==> src/rtl/bit_serializer.sv <==
// ============================================================================
// Module   : bit_serializer
// Purpose  : Accepts a WIDTH-bit parallel word through a valid/ready handshake
//            and shifts it out MSB first on a registered serial output. A word
//            offered on the last-bit edge is loaded immediately, so consecutive
//            words stream with no gap.
// Revision : 1.0 - initial release
//
// Parameters
//   WIDTH      data word width in bits (2..32)
//
// Ports
//   clk        single clock, rising edge
//   rst        synchronous active-high reset
//   din        parallel word to serialize
//   din_valid  din holds a word offered for transfer
//   din_ready  word accepted on this edge when din_valid is also high
//   en         bit-advance enable; low stalls the output stream
//   d_out      serial bit, MSB first, registered
//   d_valid    d_out carries a valid stream bit this cycle
//   busy       FSM is not IDLE
//
// Build option
//   SER_PARITY_EN  when defined, each word is followed by one even-parity bit
//                  (XOR of the captured word) emitted from a PARITY state.
// ============================================================================
`default_nettype none

module bit_serializer #(
  parameter int WIDTH = 8
) (
  input  logic             clk,
  input  logic             rst,
  input  logic [WIDTH-1:0] din,
  input  logic             din_valid,
  output logic             din_ready,
  input  logic             en,
  output logic             d_out,
  output logic             d_valid,
  output logic             busy
);

  localparam int CW = (WIDTH > 1) ? $clog2(WIDTH) : 1;
  localparam logic [CW-1:0] C_CNT_MAX = CW'(WIDTH - 1);

`ifdef SER_PARITY_EN
  typedef enum logic [1:0] {
    IDLE   = 2'd0,
    SHIFT  = 2'd1,
    PARITY = 2'd2
  } state_t;
`else
  typedef enum logic [1:0] {
    IDLE  = 2'd0,
    SHIFT = 2'd1
  } state_t;
`endif

  state_t           state_q, state_d;
  logic [CW-1:0]    cnt_q, cnt_d;
  logic [WIDTH-1:0] sr_q, sr_d;
  logic             dout_q, dout_d;
  logic             dvalid_q, dvalid_d;
`ifdef SER_PARITY_EN
  logic             par_q, par_d;
`endif
  logic             ready_w;
  logic             last_edge_w;

  // --------------------------------------------------------------------------
  // State register
  // --------------------------------------------------------------------------
  always_ff @(posedge clk) begin
    if (rst) begin
      state_q  <= IDLE;
      cnt_q    <= '0;
      sr_q     <= '0;
      dout_q   <= 1'b0;
      dvalid_q <= 1'b0;
`ifdef SER_PARITY_EN
      par_q    <= 1'b0;
`endif
    end else begin
      state_q  <= state_d;
      cnt_q    <= cnt_d;
      sr_q     <= sr_d;
      dout_q   <= dout_d;
      dvalid_q <= dvalid_d;
`ifdef SER_PARITY_EN
      par_q    <= par_d;
`endif
    end
  end

  // --------------------------------------------------------------------------
  // Next-state and handshake logic
  // --------------------------------------------------------------------------
  always_comb begin
    state_d     = state_q;
    cnt_d       = cnt_q;
    sr_d        = sr_q;
    dout_d      = dout_q;
    dvalid_d    = dvalid_q;
`ifdef SER_PARITY_EN
    par_d       = par_q;
`endif
    ready_w     = 1'b0;
    last_edge_w = 1'b0;

    case (state_q)
      IDLE: begin
        ready_w  = 1'b1;
        dout_d   = 1'b0;
        dvalid_d = 1'b0;
      end

      SHIFT: begin
        if (en) begin
          if (cnt_q == C_CNT_MAX) begin
`ifdef SER_PARITY_EN
            state_d = PARITY;
            dout_d  = par_q;
`else
            last_edge_w = 1'b1;
            ready_w     = 1'b1;
`endif
          end else begin
            // sr_q already holds the word shifted past the bit on d_out,
            // so its MSB is the next bit to present.
            cnt_d  = cnt_q + CW'(1);
            dout_d = sr_q[WIDTH-1];
            sr_d   = {sr_q[WIDTH-2:0], 1'b0};
          end
        end
      end

`ifdef SER_PARITY_EN
      PARITY: begin
        if (en) begin
          last_edge_w = 1'b1;
          ready_w     = 1'b1;
        end
      end
`endif

      default: begin
        state_d  = IDLE;
        cnt_d    = '0;
        dout_d   = 1'b0;
        dvalid_d = 1'b0;
      end
    endcase

    // End of word with nothing waiting: fall back to IDLE.
    if (last_edge_w) begin
      state_d  = IDLE;
      cnt_d    = '0;
      dout_d   = 1'b0;
      dvalid_d = 1'b0;
    end

    // Transfer overrides the end-of-word path, giving back-to-back streaming.
    // The MSB goes straight to d_out; the register keeps the remaining bits.
    if (din_valid && ready_w) begin
      state_d  = SHIFT;
      cnt_d    = '0;
      sr_d     = {din[WIDTH-2:0], 1'b0};
      dout_d   = din[WIDTH-1];
      dvalid_d = 1'b1;
`ifdef SER_PARITY_EN
      par_d    = ^din;
`endif
    end
  end

  assign din_ready = ready_w;
  assign d_out     = dout_q;
  assign d_valid   = dvalid_q;
  assign busy      = (state_q != IDLE);

endmodule

`default_nettype wire

==> config.mk <==
export PLATFORM = sky130hd
export DESIGN_NAME = bit_serializer
export DESIGN_NICKNAME = d
export VERILOG_FILES = /design/src/rtl/bit_serializer.sv
export SDC_FILE = /design/constraint.sdc
export NUM_CORES = 1
export LEC_CHECK = 0
export CORE_UTILIZATION = 40
export DETAILED_ROUTE_END_ITERATION = 8
export PLACE_DENSITY = 0.7
export SLEW_MARGIN = 30
export SYNTH_ARGS = -nofsm -noshare
export SYNTH_HDL_FRONTEND = slang
export SYNTH_SLANG_ARGS = --single-unit
==> constraint.sdc <==
create_clock -name clk -period 5 [get_ports clk]
set_clock_uncertainty 0.2 [all_clocks]
set_input_delay 1 -clock clk [delete_from_list [all_inputs] [get_ports clk]]
set_output_delay 1 -clock clk [all_outputs]
set_load 0.03 [all_outputs]
==> results_dict.tcl <==
set metrics [dict create \
    worst_hold_path.endpoint "d_valid" \
    rows 13 \
    antenna_cells 0 \
    power_density_nw_per_um2 287 \
    grt_max_degree 12 \
    hpwl_microns 820 \
    synth_area_sq_um 606 \
    synth_area_leaders "dfxtp_1 43%, o221a_1 11%, a21oi_1 6.6%" \
    power_w 0.000225 \
    crit_path_end_kind "output port" \
    synth.top_cell.area_share_pct 43.0 \
    tightest_slew_ns 0.442 \
    ctsRootBufferMaster "clkbuf_4" \
    areaGrowthSynthToFinish_pct 29.8 \
    layout-drive-gt1-share_pct 10.0 \
    critPathMaxStageDelay_ns 0.66 \
    hold_depth 2 \
    avgSynthCellArea_sq_um 9.61 \
    cts_made_buffers 3 \
    dieHeight_microns 40.9 \
    syn_inst 63 \
    ys_seq_area_share_pct 43.0 \
    min_path_type "register to register" \
    regToRegSetupSlack_ns 3.17 \
    worst_path_most_repeated_cell "clkdlybuf4s50_1" \
    path_delay_family "buffers and inverters" \
    hold_violations 0 \
    clk_latency_ns 0.28 \
    rsz0062_at_grt "false" \
    antenna_found_initial 0 \
    cp-start-kind "primary input" \
    reg2regPathDepth 5 \
    fp.dieW_microns 40.9 \
    clock.fmax_ghz 0.279 \
    coreArea_sq_um 1350 \
    path_buf_inv 3 \
    final.setup.tns_ns 0 \
    yosysWarnings 0 \
    outcome "finished, final reports clean" \
    grt_overflow_total 0 \
    io_buffer_count 15 \
    dieArea_sq_um 1670 \
    drv_slew 0 \
    reg2reg_from "cnt_q[0]" \
    path_max_fanout 4 \
    arrival_ns 2.38 \
    worstPathRequired_ns 3.80 \
    cts_setup_buffers 0 \
    cts.sinks 13 \
    synth-seq-cells 13 \
    layout.cells.most_common "clkdlybuf4s50_1" \
    slew_headroom_pct 70.4 \
    gp_congestion 0.655 \
    mostFrequentLayoutCells "15 x clkdlybuf4s50_1, 13 x dfxtp_1, 8 x a21oi_1, 7 x inv_1, 7 x nor2_1" \
    critical_path_class "primary input to output port" \
    ctsHoldBuffers 0 \
    clk_pin_slew_worst_paths_ns 0.07 \
    cap_violations 0 \
    setup_viol_count_final 0 \
    post-place-cells 91 \
    routed_via_density 5.31 \
    path_cells "clkdlybuf4s50_1 > a21boi_2 > inv_2 > clkdlybuf4s50_1" \
    fillers 135 \
    leakage_nw 0.309 \
    grt_pass1_wl_microns 1660 \
    synth_cell_types 22 \
    drt_wl_total_microns 1180 \
    max-vdd-ir-drop_mv 0.239 \
    cts.htree.levels 1 \
    antenna_left 0 \
    io_pins 16 \
    cts_tree "built" \
    grt_pass1_vias 401 \
    crit_slowest_cell "clkdlybuf4s50_1" \
    drc 0 \
    track_usage_pct 16.0 \
    num_vias 504 \
    reg2reg_to "cnt_q[2]" \
    synth_fp_nets 77 \
    first_iter_violations 7 \
    fin_cells 95 \
    detail_route.first_pass.iterations 4 \
    clk_path_buf_depth 2 \
    period_share_pct 71.6 \
    start_util_pct 44.9 \
    finalCriticalPeriod_ns 3.58 \
    hp-start "d_valid" \
    synth_top_area_cell "dfxtp_1" \
    final_nets 95 \
    cts_resized 0 \
    fin_util_pct 58.2 \
    wl_per_cell_microns 12.4 \
]
Yosys cell counts, drive strengths merged:
| cell | number |
|---|---|
| a22o | 1 |
| xnor2 | 1 |
| nand2 | 3 |
| and3b | 1 |
| a21oi | 8 |
| inv | 8 |
| nor2b | 2 |
| nand2b | 2 |
| o21bai | 1 |
| dfxtp | 13 |
| o21a | 1 |
| a2111oi | 1 |
| mux2i | 2 |
| buf | 1 |
| ha | 2 |
| a221oi | 1 |
| a21boi | 1 |
| clkbuf | 1 |
| nor2 | 7 |
| o221a | 6 |
flip-flops by register name, indices dropped and copies added, names as in the netlist:
| register | cells |
|---|---|
| sr_q | 7 |
| cnt_q | 3 |
| d_out | 1 |
| d_valid | 1 |
| state_q | 1 |
power by group:
part           switching [W]  leakage, nW  internal, W   total, W
registers         0.00000425        0.107     0.000111   0.000115
clock network      0.0000355       0.0150    0.0000309  0.0000665
logic              0.0000210        0.187    0.0000227  0.0000437
total              0.0000608        0.309     0.000165   0.000225
cell type report:
type | instances | area [sq um] | share of cell area [%]
multi-input cells | 40 | 300 | 38.2
inverters | 8 | 30.0 | 3.82
well taps | 15 | 18.8 | 2.39
repair buffers | 15 | 150 | 19.1
clock buffers | 4 | 26.3 | 3.34
flip-flops and latches | 13 | 260 | 33.1
kinds of logic after synthesis:
kind of cell / after synthesis / synth area share (%)
DFF: 13 / 43.0
and+or+nand+nor: 15 / 12.2
muxes: 2 / 3.31
buffers and inverters: 10 / 7.44
AOI/OAI and AO/OA: 20 / 28.5
adders and majority gates: 2 / 4.13
xor gates and xnor gates: 1 / 1.45
worst reg2reg max path, cell delays in order, from the launching register on:
cell	delay, ns
dfxtp_1	0.33
ha_1	0.20
ha_1	0.22
and3b_1	0.48
mux2i_1	0.24
nor2_1	0.05
per-stage QoR:
step           area (sq um)  worst slack [ns]  hold WS (ns)
2_1_floorplan           606              2.50         0.264
3_3_place_gp            759              1.43         0.267
3_5_place_dp            759              1.42         0.252
4_1_cts                 786              1.42         0.273
5_1_grt                 786              1.36         0.325
6_report                786              1.42         0.265
metal layers:
metal	global-route usage (%)	routed length (microns)	vias up	part of all wire (%)
met2	24.2	524	11	44
met5	0	0	-	0
met4	5.00	5	0	0.42
met1	18.5	580	231	49
li1	-	-	260	-
met3	9.78	71	2	6.0
worst max path at each step:
stage / startpoint / endpoint / slack, ns / cells past startpoint
CTS: en / din_ready / 1.42 / 4
finish: en / din_ready / 1.42 / 4
global route: en / din_ready / 1.36 / 4
detailed placement: en / din_ready / 1.42 / 4
floorplan: en / din_ready / 2.50 / 2
global placement: en / din_ready / 1.43 / 4
No activity file was read; power rests on OpenSTA's default activity.
